File: config.mk
export PLATFORM = sky130hd
export DESIGN_NAME = pkt_hdr_loader
export DESIGN_NICKNAME = d
export VERILOG_FILES = /design/src/rtl/pkt_hdr_loader.sv
export SDC_FILE = /design/constraint.sdc
export NUM_CORES = 1
export LEC_CHECK = 0
export CORE_AREA = 10 10 248 250
export CTS_BUF_LIST = sky130_fd_sc_hd__clkbuf_16
export DETAILED_ROUTE_END_ITERATION = 12
export DIE_AREA = 0 0 258 260
export PLACE_DENSITY = 0.82
export SYNTH_ARGS = -nofsm -noshare
export SYNTH_HDL_FRONTEND = slang
export SYNTH_SLANG_ARGS = --single-unit
File: constraint.sdc
create_clock -name clk -period 2.6 [get_ports clk]
set_input_delay 0.39 -clock clk [delete_from_list [all_inputs] [get_ports clk]]
set_output_delay 0.39 -clock clk [all_outputs]
set_load 0.01 [all_outputs]
File: src/rtl/pkt_hdr_loader.sv
// pkt_hdr_loader: fetches per-packet headers from SRAM and hands them to proc.
// Ports: clk/rst; en_i, base_addr_i, pkt_cnt_i start a batch; sram_* is the
// clocked read port (data one cycle after address); pkt_hdr_o/start_o/ready_i
// form the proc handoff; busy_o, done_o, pkt_idx_o report batch progress.
// Optional: define PKT_HDR_LOADER_STAT_EN to add lat_o / lat_max_o.
module pkt_hdr_loader #(
  parameter int unsigned HDR_MAX_LEN = 64,
  parameter int unsigned PKT_STRIDE  = 256,
  parameter int unsigned CNT_W       = 16
) (
  input  logic                         clk,
  input  logic                         rst,
  input  logic                         en_i,
  input  logic [31:0]                  base_addr_i,
  input  logic [CNT_W-1:0]             pkt_cnt_i,
  output logic                         sram_ce_o,
  output logic                         sram_we_o,
  output logic [31:0]                  sram_addr_o,
  output logic [3:0]                   sram_sel_o,
  input  logic [31:0]                  sram_data_i,
  output logic [HDR_MAX_LEN-1:0][7:0]  pkt_hdr_o,
  output logic                         start_o,
  input  logic                         ready_i,
  output logic                         busy_o,
  output logic                         done_o,
  output logic [CNT_W-1:0]             pkt_idx_o
`ifdef PKT_HDR_LOADER_STAT_EN
  ,
  output logic [31:0]                  lat_o,
  output logic [31:0]                  lat_max_o
`endif
);

  localparam int unsigned NW = HDR_MAX_LEN / 4;
  localparam int unsigned WW = $clog2(NW + 1);

  typedef enum logic [2:0] {
    IDLE,
    FETCH,
    PRESENT,
    ADVANCE,
    DONE
  } state_t;

  state_t state_q, state_d;

  logic [31:0]      cur_addr_q, cur_addr_d;
  logic [CNT_W-1:0] cnt_q, cnt_d;
  logic [CNT_W-1:0] idx_q, idx_d;
  logic [CNT_W-1:0] idx_inc;
  logic [WW-1:0]    wcnt_q, wcnt_d;
  logic             rd_vld_q;
  logic [WW-1:0]    rd_w_q;
  logic             rdy_prev_q;
  logic             rdy_rise;
  logic             issue;
  logic [HDR_MAX_LEN-1:0][7:0] hdr_q;

  assign idx_inc  = idx_q + 1'b1;
  assign rdy_rise = ready_i & ~rdy_prev_q;

  always_comb begin
    state_d    = state_q;
    cur_addr_d = cur_addr_q;
    cnt_d      = cnt_q;
    idx_d      = idx_q;
    wcnt_d     = wcnt_q;
    issue      = 1'b0;
    start_o    = 1'b0;
    busy_o     = 1'b0;
    done_o     = 1'b0;
    unique case (state_q)
      IDLE: begin
        if (en_i) begin
          cur_addr_d = base_addr_i;
          cnt_d      = pkt_cnt_i;
          idx_d      = '0;
          wcnt_d     = '0;
          state_d    = (pkt_cnt_i == '0) ? DONE : FETCH;
        end
      end
      FETCH: begin
        busy_o = 1'b1;
        issue  = (wcnt_q < WW'(NW));
        // One extra cycle after the last issue lets its data land.
        if (wcnt_q == WW'(NW)) begin
          wcnt_d  = '0;
          state_d = PRESENT;
        end else begin
          wcnt_d = wcnt_q + 1'b1;
        end
      end
      PRESENT: begin
        busy_o  = 1'b1;
        start_o = 1'b1;
        if (rdy_rise) state_d = ADVANCE;
      end
      ADVANCE: begin
        busy_o     = 1'b1;
        idx_d      = idx_inc;
        cur_addr_d = cur_addr_q + PKT_STRIDE;
        wcnt_d     = '0;
        state_d    = (idx_inc == cnt_q) ? DONE : FETCH;
      end
      DONE: begin
        done_o  = 1'b1;
        state_d = IDLE;
      end
      default: state_d = IDLE;
    endcase
  end

  assign sram_ce_o   = issue;
  assign sram_we_o   = 1'b0;
  assign sram_sel_o  = issue ? 4'hF : 4'h0;
  assign sram_addr_o = issue ? (cur_addr_q + (32'(wcnt_q) << 2)) : 32'h0;
  assign pkt_hdr_o   = hdr_q;
  assign pkt_idx_o   = idx_q;

  always_ff @(posedge clk) begin
    if (rst) begin
      state_q    <= IDLE;
      cur_addr_q <= '0;
      cnt_q      <= '0;
      idx_q      <= '0;
      wcnt_q     <= '0;
      rd_vld_q   <= 1'b0;
      rd_w_q     <= '0;
      rdy_prev_q <= 1'b0;
      hdr_q      <= '0;
    end else begin
      state_q    <= state_d;
      cur_addr_q <= cur_addr_d;
      cnt_q      <= cnt_d;
      idx_q      <= idx_d;
      wcnt_q     <= wcnt_d;
      rd_vld_q   <= issue;
      rd_w_q     <= wcnt_q;
      rdy_prev_q <= ready_i;
      // Big-endian word split: MSB byte is the earliest wire byte.
      for (int w = 0; w < int'(NW); w++) begin
        if (rd_vld_q && rd_w_q == WW'(w)) begin
          hdr_q[4*w]   <= sram_data_i[31:24];
          hdr_q[4*w+1] <= sram_data_i[23:16];
          hdr_q[4*w+2] <= sram_data_i[15:8];
          hdr_q[4*w+3] <= sram_data_i[7:0];
        end
      end
    end
  end

`ifdef PKT_HDR_LOADER_STAT_EN
  logic [31:0] lat_q;
  logic [31:0] lat_max_q;

  always_ff @(posedge clk) begin
    if (rst) begin
      lat_q     <= '0;
      lat_max_q <= '0;
    end else begin
      // The edge cycle itself is not counted, so lat_o equals the
      // number of cycles proc took to answer.
      if (state_q != PRESENT && state_d == PRESENT) begin
        lat_q <= '0;
      end else if (state_q == PRESENT && !rdy_rise &&
                   lat_q != 32'hFFFF_FFFF) begin
        lat_q <= lat_q + 32'd1;
      end
      if (state_q == IDLE && en_i) begin
        lat_max_q <= '0;
      end else if (state_q == PRESENT && lat_q > lat_max_q) begin
        lat_max_q <= lat_q;
      end
    end
  end

  assign lat_o     = lat_q;
  assign lat_max_o = lat_max_q;
`endif

endmodule
==> run metrics <==
Post-Syn Nets about 3100; worst path bufs/invs 4; CP Max Fanout 4; Area after DPL 30600 µm²; FFs w/ async S/R, synth 0%; # fillers 4915; grt ovf 0; sequential cell area fraction in the yosys report 52.3%; Leak 11.2 nW; Final Skew between 0.01 and 0.015 ns; number of top-level pins 653; number of buffers created by CTS 60; Total Power roughly 20 mW; NetSw slightly below 5 mW; slowest cell delay on critical path about 0.34 ns; final hold viol count 0; via count 23700; Layout area overhead 44.7%; Initial Utilization approximately 40%; TritonCTS clock tree built; CTS Buffer Depth 3; Post-Layout Inst Area about 33000 µm²; hold_ws 0.128 ns; Post-Syn Instances 2975; # DRC 0; cell row count 87; Worst Hold Class in -> reg; Routed Antenna Nets 0; max capacitance violation total 0; Startpoint Class flip-flop; Nets ~3700; worst slew margin relative to its limit around half; clk root buf clkbuf_16; register area 11800 µm²; CTS Hold Bufs 0; Iter 0 DRT Violations 2038; power per standard cell area 604 nW/µm²; failing checks negative setup slack; WL/cell between 20 and 25 µm; maximum vdd drop 572 µV; Data arrival, critical path ~2.8 ns; final worst-path cycle share 122%; Syn. warnings 0; CTS Sinks 591; internal power 14.8 mW; final worst slack -0.573 ns; synthesized area per cell roughly 7.6 µm²; vias in the first global route 22200; Worst path slowest cell a211oi_4; Slew Limit Fails 0; Combinational Power Share 9.1%; largest net degree at the start of global routing 115; first-pass GRT wire length 142 mm; CP cell instances buf_6 > ha_4 > a21o_1 > a21o_1 > a211oi_4 > buf_6 > buf_6 > nor3_4 > xnor2_1 > nor2_1 > buf_2; area of the core about 56000 µm²; H-tree Lvls 2; Unique masters post-synth 65; drt first pass iters 6; CP dominant cell by count buf_6; placer congestion estimate 0.944; Net Sw Frac about 25%; Clock Latency Late Sink slightly above 0.6 ns; Flop pwr share 47.0%; Die X 258 µm; Mapped Area 22600 µm²; CP required around 2.2 ns; Setup violations, final 27; worst slew pin tran 0.757 ns; area of the die ~67000 µm²; initial antenna violation count 1; footprint of the multi-input gates 9920 µm²; GRT Overall Usage around 28%; Chip Height approximately 260 µm; Crit Path Category reg -> out; kind of cell adding the most delay to the critical path compound AO/OA/AOI/OAI gates; Synth Register Bits around 590; number of synthesized flops with an enable pin 0; Most used DFF post-synth dfxtp_1; post-DP HPWL ~69 mm; Clock power frac 43.9%; share of layout cells above drive strength 1 10.2%; post-DR vias/cell 5.38; Achievable Freq roughly 320 MHz; # port buffers 651; CTS clk-pin slew, worst paths approximately 0.060 ns; status finished, violations left; Critical Path End Type primary output; Routed WL 98.9 mm; RSZ-0062 raised after global routing true; Tmin final 3.17 ns
[state kept, by name (all words and copies together) (netlist names)]
| register | flops |
|---|---|
| rdy_prev_q | 1 |
| rd_vld_q | 1 |
| pkt_hdr_o | 512 |
| wcnt_q | 5 |
| rd_w_q | 5 |
| pkt_idx_o | 16 |
| state_q | 3 |
| cur_addr_q | 32 |
| cnt_q | 16 |
[layout make-up]
| type | count | share of cell area [%] |
|---|---|---|
| inverters | 13 | 0.157 |
| repair buffers | 841 | 24.5 |
| clock buffers | 61 | 4.66 |
| flip-flops and latches | 591 | 36.2 |
| multi-input cells | 2104 | 30.3 |
| diodes | 1 | 0.00764 |
| well taps | 756 | 2.89 |
| clock inverters | 49 | 1.33 |
[worst reg2reg max path, delay by kind of cell (launching register included)]
kind	cells	cell delay (ns)
flip-flops	1	0.46
AND/OR/NAND/NOR	3	1.06
XOR/XNOR	2	0.32
adder cells (fa/ha/maj)	1	0.23
AO/OA/AOI/OAI	1	0.23
[synthesized netlist by cell type (7+ instances only)]
library cell,count,area (µm²)
a311oi_1,7,61.3
and3_1,15,93.8
ha_1,9,113
nor2_1,113,424
nor3_1,29,145
inv_1,13,48.8
nand3_1,19,95.1
o21ai_0,35,175
nand4_1,11,68.8
nand2b_1,11,68.8
nand2_1,1115,4190
nor3b_1,8,60.1
a222oi_1,9,90.1
a21oi_1,561,2810
and2_1,8,50.1
or3_1,8,50.1
clkbuf_1,253,950
xor2_1,16,140
o211ai_1,10,75.1
dfxtp_1,591,11800
nor2b_1,11,68.8
xnor2_1,31,272
[final timing paths]
| check | slack (ns) | cells after the start | from | end |
|---|---|---|---|---|
| worst min-delay path | 0.13 | 2 | rst | rd_w_q[0] |
| worst min register to register | 0.45 | 2 | pkt_hdr_o[436] | pkt_hdr_o[436] |
| worst max register to register | 0.25 | 7 | pkt_idx_o[0] | state_q[2] |
| worst max-delay path | -0.57 | 11 | cur_addr_q[3] | sram_addr_o[19] |
[layout by cell type (no fill, tap or decap), types with 26 or more instances in the layout]
cell type,count
xnor2_1,31
dfxtp_1,586
buf_4,163
a21oi_1,561
clkdlybuf4s50_1,613
o21ai_0,32
nand2_1,1113
clkbuf_16,61
nor2_1,101
buf_2,26
[logic make-up (layout without fill, tap and decap cells)]
group / Yosys count / in the layout / synth area share (%)
xor gates and xnor gates: 47 / 47 / 1.82
muxes: 1 / 1 / 0.0442
adders and majority gates: 10 / 10 / 0.586
DFF: 591 / 591 / 52.3
and+or+nand+nor: 1379 / 1379 / 24.8
buffers and inverters: 280 / 964 / 4.76
other: 1 / 2 / 0.0166
AOI/OAI and AO/OA: 666 / 666 / 15.7
[power by group through the flow]
stage | registers (mW) | logic [mW] | clock network, mW
6_report | 9.29 | 1.81 | 8.68
5_1_grt | 9.30 | 1.91 | 9.15
4_1_cts | 9.29 | 1.76 | 8.76
3_5_place_dp | 9.48 | 1.76 | 0
3_3_place_gp | 9.48 | 1.75 | 0
2_1_floorplan | 9.50 | 0.842 | 0
[timing repair]
action / CTS / global route
setup endpoints to repair: 37 / 30
resized for setup: 158 / 25
cloned: 2 / 0
pin swaps: 21 / 29
setup buffers: 12 / 6
[metrics by stage]
| step | TNS [ns] | setup WS [ns] | util, % | instances |
|---|---|---|---|---|
| finish | -12.99 | -0.573 | 58.2 | 4416 |
| global route | -16.42 | -0.712 | 58.2 | 4415 |
| CTS | -13.22 | -0.594 | 58.0 | 4410 |
| detailed placement | -8.24 | -0.563 | 54.3 | 4286 |
| global placement | -7.06 | -0.480 | 54.3 | 4286 |
| floorplan | 0 | 0.0112 | - | 2975 |
[layer usage]
metal,vias up,part of all wire (%),global-route usage [%]
met3,301,10,8.48
li1,11000,-,-
met1,11200,36,31.0
met2,1257,47,46.0
met4,2,6.2,15.9
met5,-,0.013,0
No activity file was read; power rests on OpenSTA's default activity.
